File: src/rtl/psum_ofifo_pkg.sv
// Shared sizing constants for the systolic-array output FIFO.
package psum_ofifo_pkg;

  localparam int PSUM_BW     = 16;
  localparam int COL         = 8;
  localparam int OFIFO_DEPTH = 16;
  // One extra pointer bit distinguishes full from empty when the low bits match.
  localparam int OFIFO_PTR_W = $clog2(OFIFO_DEPTH) + 1;

endpackage

File: src/rtl/psum_col_fifo.sv
// Single-column psum FIFO with show-ahead head output.
// The pop strobe arrives already qualified by the top level.
module psum_col_fifo
  import psum_ofifo_pkg::*;
#(
  parameter int width = PSUM_BW,
  parameter int depth = OFIFO_DEPTH
) (
  input  logic             clk,
  input  logic             reset,
  input  logic             wr,
  input  logic             rd,
  input  logic [width-1:0] in,
  output logic [width-1:0] out,
  output logic             empty,
  output logic             full,
  output logic             drop
);

  localparam int AW = $clog2(depth);

  logic [AW:0]      wptr;
  logic [AW:0]      rptr;
  logic [width-1:0] mem [depth];
  logic             push;

  assign empty = (wptr == rptr);
  assign full  = (wptr[AW-1:0] == rptr[AW-1:0]) && (wptr[AW] != rptr[AW]);
  // The full check uses pre-edge state, so a write to a full column is lost
  // even when the same edge pops it.
  assign push  = wr & ~full;
  assign drop  = wr & full;
  assign out   = mem[rptr[AW-1:0]];

  // Storage array: data only, never reset.
  always_ff @(posedge clk) begin
    if (push) begin
      mem[wptr[AW-1:0]] <= in;
    end
  end

  // Read/write pointers wrap naturally modulo 2*depth.
  always_ff @(posedge clk or posedge reset) begin
    if (reset) begin
      wptr <= '0;
      rptr <= '0;
    end else begin
      if (push) begin
        wptr <= wptr + 1'b1;
      end
      if (rd) begin
        rptr <= rptr + 1'b1;
      end
    end
  end

endmodule

File: src/rtl/psum_ofifo.sv
// Output buffer below the MAC array: one FIFO per column absorbs the skewed
// column completion times so a whole row can be popped in a single cycle.
module psum_ofifo
  import psum_ofifo_pkg::*;
#(
  parameter int col     = COL,
  parameter int psum_bw = PSUM_BW,
  parameter int depth   = OFIFO_DEPTH
) (
  input  logic                   clk,
  input  logic                   reset,
  input  logic [col-1:0]         wr,
  input  logic [col*psum_bw-1:0] in,
  input  logic                   rd,
  output logic [col*psum_bw-1:0] out,
  output logic                   o_valid,
  output logic                   full,
  output logic                   ready,
  output logic                   overflow,
  output logic                   underflow
);

  logic [col-1:0]         col_empty;
  logic [col-1:0]         col_full;
  logic [col-1:0]         col_drop;
  logic [col*psum_bw-1:0] head;
  logic                   pop;

  // Status is derived from pointer state only, never from the inputs.
  assign o_valid = ~|col_empty;
  assign full    = |col_full;
  assign ready   = ~full;
  // A row is popped only when every column has data, keeping columns aligned.
  assign pop     = rd & o_valid;
  assign out     = o_valid ? head : '0;

  for (genvar i = 0; i < col; i++) begin : g_col
    psum_col_fifo #(
      .width(psum_bw),
      .depth(depth)
    ) u_col (
      .clk  (clk),
      .reset(reset),
      .wr   (wr[i]),
      .rd   (pop),
      .in   (in[i*psum_bw +: psum_bw]),
      .out  (head[i*psum_bw +: psum_bw]),
      .empty(col_empty[i]),
      .full (col_full[i]),
      .drop (col_drop[i])
    );
  end

  // Sticky error flags; only reset clears them.
  always_ff @(posedge clk or posedge reset) begin
    if (reset) begin
      overflow  <= 1'b0;
      underflow <= 1'b0;
    end else begin
      if (|col_drop) begin
        overflow <= 1'b1;
      end
      if (rd && !o_valid) begin
        underflow <= 1'b1;
      end
    end
  end

endmodule

File: config.mk
export PLATFORM = sky130hd
export DESIGN_NAME = psum_ofifo
export DESIGN_NICKNAME = d
export VERILOG_FILES = /design/src/rtl/psum_ofifo_pkg.sv /design/src/rtl/psum_col_fifo.sv /design/src/rtl/psum_ofifo.sv
export SDC_FILE = /design/constraint.sdc
export NUM_CORES = 2
export LEC_CHECK = 0
export ABC_AREA = 0
export CAP_MARGIN = 20
export CELL_PAD_IN_SITES_DETAIL_PLACEMENT = 1
export CELL_PAD_IN_SITES_GLOBAL_PLACEMENT = 2
export CORE_MARGIN = 10
export CORE_UTILIZATION = 40
export DETAILED_ROUTE_END_ITERATION = 8
export GPL_ROUTABILITY_DRIVEN = 0
export GPL_TIMING_DRIVEN = 0
export PLACE_DENSITY = 0.67
export SLEW_MARGIN = 20
export SYNTH_ARGS = -nofsm -noshare
export SYNTH_HDL_FRONTEND = slang
export SYNTH_SLANG_ARGS = --single-unit
export TNS_END_PERCENT = 100
File: constraint.sdc
create_clock -name clk -period 4.6 [get_ports clk]
set_input_delay 0.46 -clock clk [delete_from_list [all_inputs] [get_ports clk]]
set_output_delay 0.46 -clock clk [all_outputs]
set_load 0.005 [all_outputs]
### Word level (Yosys, flattened, before mapping)

Memories as Yosys holds them, arrays and structs flattened.
Index checks and enable logic that the tools add are counted.

* reduce and logical (&&, ||, !) cells: 13
* eq/ne operators: 24
* multiplexer cells: 17
* bitwise operators: 26
* add/sub/neg operators: 16

Operators by type and width (count)
* $mux W128: 1
* $add A5 B1 Y5 const B: 16
* $eq A5 B5 Y1: 8
* $eq A4 B4 Y1: 8
* $reduce_or A8 Y1: 3
* $and A1 B1 Y1: 17
* $mux W1: 16
* $logic_and A1 B1 Y1: 9
* $not A1 Y1: 9
* $ne A1 B1 Y1: 8
* $logic_not A1 Y1: 1

* bits of input ports: 139
* register bits after elaboration: 82
* word-level logic and storage cells: 122
* output and inout bits: 133
* memory bits (writable): 2048
* memories kept: 8

Memory list
* g_col[0].u_col.mem: depth 16, width 16, read ports 1, clocked after memory_dff 0, write ports 1, RTL line psum_col_fifo.sv:24 `logic [width-1:0] mem [depth];`
* g_col[1].u_col.mem: depth 16, width 16, read ports 1, clocked after memory_dff 0, write ports 1, RTL line psum_col_fifo.sv:24
* g_col[2].u_col.mem: depth 16, width 16, read ports 1, clocked after memory_dff 0, write ports 1, RTL line psum_col_fifo.sv:24
* g_col[3].u_col.mem: depth 16, width 16, read ports 1, clocked after memory_dff 0, write ports 1, RTL line psum_col_fifo.sv:24
* g_col[4].u_col.mem: depth 16, width 16, read ports 1, clocked after memory_dff 0, write ports 1, RTL line psum_col_fifo.sv:24
* g_col[5].u_col.mem: depth 16, width 16, read ports 1, clocked after memory_dff 0, write ports 1, RTL line psum_col_fifo.sv:24
* +2 memories

### Logic depth before layout (Yosys ltp)

* word-level depth: 6
* depth in mapped cells: 10
* depth with buffers taken out: 7

### By module

From an unflattened synthesis, not the netlist that was laid out.

* cells, all modules: 4197
* area, all modules: 84820.1 um^2

Modules (own cells, without submodules)
* psum_col_fifo (g_col[0].u_col ...): area an instance 10473.8 um^2, cells an instance 505, instances 7, sequential area each 7937.6 um^2
* psum_col_fifo (g_col[6].u_col): area an instance 10482.6 um^2, cells an instance 503, instances 1, sequential area each 7937.6 um^2
* psum_ofifo: area an instance 1021.0 um^2, cells an instance 159, instances 1, sequential area each 50.0 um^2

### Worst setup path before layout

OpenSTA, ideal clock, no wires.

* path kind: register -> register
* start: register g_col[1].u_col.rptr[3]
* end: memory g_col[1].u_col.mem[0][0] in the netlist's numbering, enable pin
* buffers on the path: 1
* path slack: 1386 ps
* arrival time: 2778 ps
* data required time: 4164 ps
* stages on the path, launching flop included: 7
* clock period less this slack: 3214 ps
* setup time: 436 ps
* cells stage by stage: dfrtp_1 buf_6 xnor2_1 nand4_1 nand2b_1 nand2_1 nor4b_1

* cells in the longest elaborated chain, start to end: 6

RTL lines
* start, declared: RTL line psum_col_fifo.sv:23 `logic [AW:0] rptr;`
* start signal, assigned: RTL line psum_col_fifo.sv:52 `rptr <= rptr + 1'b1;`
* $eq A4 B4 Y1: RTL line psum_col_fifo.sv:28 `assign full = (wptr[AW-1:0] == rptr[AW-1:0]) && (wptr[AW] != rptr[AW]);`
* $logic_and A1 B1 Y1: RTL line psum_col_fifo.sv:28
* $not A1 Y1: RTL line psum_col_fifo.sv:31 `assign push = wr & ~full;`
* $and A1 B1 Y1: RTL line psum_col_fifo.sv:31
* $mux W1: RTL line psum_col_fifo.sv:37 `if (push) begin`
* $mux W1 (implied by the code): RTL line psum_col_fifo.sv:38 `mem[wptr[AW-1:0]] <= in;`
* end, declared: RTL line psum_col_fifo.sv:24

Every way passes these cells.

### Worst setup path after layout

* start: register g_col[2].u_col.rptr[3]
* end: output out[10]

* cells in the longest elaborated chain, start to end: 3

RTL lines
* start, declared: RTL line psum_col_fifo.sv:23
* start signal, assigned: RTL line psum_col_fifo.sv:52
* $eq A5 B5 Y1: RTL line psum_col_fifo.sv:27 `assign empty = (wptr == rptr);`
* $reduce_or A8 Y1: RTL line psum_ofifo.sv:30 `assign o_valid = ~|col_empty;`
* $mux W128: RTL line psum_ofifo.sv:35 `assign out = o_valid ? head : '0;`
* end, declared: RTL line psum_ofifo.sv:15 `output logic [col*psum_bw-1:0] out,`

Every way passes these cells.

==> run metrics <==
DRT Wirelength 213000 µm; number of enable flip-flop cells after synthesis ~2000; Peak VDD IR 0.000690 V; nets@finish 4343; CP Launch Type flip-flop; Final min period around 4500 ps; Finish-stage setup viols 0; Die Y 475 µm; CTS tree yes; Iter 0 DRT Violations 3686; vias in the first global route 41800; DR DRC count 0; global-route wire length before repair 307000 µm; dpl cells 6621; area of the multi-input gates around 0.019 mm²; Netlist cell types 36; crit-path most repeated cell buf_12; critical path buffer and inverter count 7; switching power 22.5 mW; DP Worst Slack -256 ps; Final ANT Viol Nets 0; Layout area overhead 18.4%; Most Crowded Layer GR met2; DR vias/cell 5.46; post-route cell area roughly 0.1 mm²; WS Path Type reg -> out; Storage cell area ~0.064 mm²; Switching Share 32.4%; Gate power share 40.3%; fin crit share 97.6%; Leakage just over 30 nW; core area 0.205 mm²; CP required ~4100 ps; Max stage delay on crit path roughly 540 ps; Root Driver clkbuf_16; Synth Register Bits 2130; Max-Cap Viols 0; via count roughly 38000; largest net degree at the start of global routing 44; die area 0.225 mm²; RSZ-0062 raised after global routing false; CP max stage cell or4_4; Avg WL per Cell between 30 and 40 µm; GR Layer Usage met3 3.86%; status finished, final reports clean; Clock Power Share between 20% and 30%; share of cells above drive strength 1 30.2%; Reg2Reg Launch Point g_col[2].u_col.rptr[3]; H-Tree Depth 4; Synth Instances 3572; Worst EP arrival 4030 ps; ranking of synthesized cells by area edfxtp_1 74%, mux4_2 17%, dfrtp_1 2.5%, and2_1 1.1%, xnor2_1 0.75%; HPWL Detailed 135000 µm; Post-DP Area 0.0904 mm²; Post-Layout Cell Count 7041; # rows approximately 170; die width between 400 and 500 µm; min-delay worst type in -> async; Sink Count roughly 2100; delay-heaviest family, CP buffers and inverters; fillers roughly 18000; hold_buf cts 0; Synth Net Count 3751; worst skew pair latency 860 ps; CP endpoint kind output pin; crit path max fanout 10; initial antenna violation count 41; register share of total power 34.8%; Hold WS 139 ps; Internal 47.1 mW; Netlist Area Pre-Place between 0.08 and 0.09 mm²; I/O Buffers 271; Worst slew margin about 27%; average size of a mapped cell 23.2 µm²; Yosys top cell by area edfxtp_1; I/O pin count 272; power density cells a little over 700 mW/mm²; drt pass-1 iters 5; Hold Fails Final Rpt 0; Power, Total 69.7 mW; met2 global-route usage 30.9%; grt met1 use 25.4%; commonest cells in the netlist 2048 x edfxtp_1, 640 x mux4_2, 144 x and2_1; Longest Clk Path Bufs 3; worst setup margin 111 ps; skew final 39.5 ps; R2R Setup Slk 1080 ps; Starting Density roughly two fifths; worst-margin pin slew 1100 ps; cells along the critical path buf_4 > xnor2_1 > nand4_1 > o22ai_1 > or4_4 > buf_12 > inv_16 > buf_16 > buf_12 > buf_12 > and2_1 > dlygate4sd2_1; clock slew seen by the registers of the worst setup and hold paths 50 ps; asr flop ratio synth 3.85%; Total GRT Usage 18.9%; top cell type's share of synthesized area ~74%; Max Slew Vio Count 0; CP Launch Point g_col[2].u_col.rptr[3]; CTS Buf Count 221; register area share after synthesis 76.8%; total grt overflow 0; most common cell in the netlist edfxtp_1; YS warnings 0; f_max 0.223 GHz; Top FF cell, synth edfxtp_1
-- cell families after synthesis --
group,share of synthesized area [%]
AO/OA/AOI/OAI,0.123
XOR/XNOR,1.10
adder cells (fa/ha/maj),0.605
buffers and inverters,1.23
flip-flops,76.8
multiplexers,17.5
AND/OR/NAND/NOR,2.56
-- layout make-up --
cell class | instances | share of cell area, %
Clock buffer | 284 | 5.95
Buffer | 191 | 1.21
Tap cell | 2688 | 3.43
Timing Repair Buffer | 373 | 3.88
Inverter | 35 | 0.156
Sequential cell | 2130 | 64.9
Antenna cell | 10 | 0.0255
Clock inverter | 118 | 1.16
Multi-Input combinational cell | 1212 | 19.3
-- flip-flops by register name, summed over array words and instances, names as in the netlist --
name and cells:
g_col.u_col.mem 2048, g_col.u_col.rptr 40, g_col.u_col.wptr 40, overflow 1, underflow 1
-- timing repair --
item	CTS	global route
gates resized for setup	130	30
setup buffers	7	1
setup endpoints to repair	128	50
pin swaps	4	1
cloned	1	2
-- layer usage --
layer  wire (µm)  vias up
li1            -    16200
met1       90100    20900
met2      104000     1050
met3       11300      374
met4        6600       36
met5         253        -
-- through the flow --
step                utilization (%)  setup TNS, ps
floorplan                         -              0
global placement               43.3        -329730
detailed placement             44.1          -1930
CTS                            47.6              0
global route                   47.7              0
finish                         47.7              0
-- worst paths after layout --
kind / endpoint / cells after the start
worst max register to register: g_col[2].u_col.mem[0][5] / 10
min in group clk: overflow / 3
worst max-delay path: out[10] / 12
worst min-delay path: g_col[5].u_col.wptr[1] / 2
max in group asynchronous: g_col[3].u_col.wptr[0] / 3
worst min register to register: underflow / 1
-- cell usage in the layout, fill, tap and decap left out, types with 28 or more instances in the layout --
cell / instances
buf_4: 86
mux4_2: 640
and2_1: 126
inv_1: 32
edfxtp_1: 2048
buf_2: 33
clkinv_2: 31
dfrtp_1: 82
clkdlybuf4s50_1: 263
nor3_2: 28
ha_1: 40
clkinv_1: 52
nor2_4: 65
nand2_1: 59
xor2_1: 31
clkbuf_2: 47
clkbuf_16: 227
xnor2_1: 71
clkbuf_1: 115
-- worst reg2reg max path, cell delays in order (launching register included) --
cell      delay (ps)
dfrtp_1          350
buf_4            220
xnor2_1          160
nand4_1          220
nand2b_1         200
and2_1           170
clkbuf_1         330
nand2_1          320
nor3_2           710
buf_4            340
buf_4            220
-- power groups by stage --
stage               registers, mW  clock network (mW)  logic [mW]
floorplan                    24.4                   0        13.9
global route                 24.4                18.6        30.0
detailed placement           24.6                   0        27.3
global placement             24.6                   0        26.5
CTS                          24.3                17.8        28.6
finish                       24.2                17.4        28.1
Note: power is estimated with default switching activity, not from simulation.
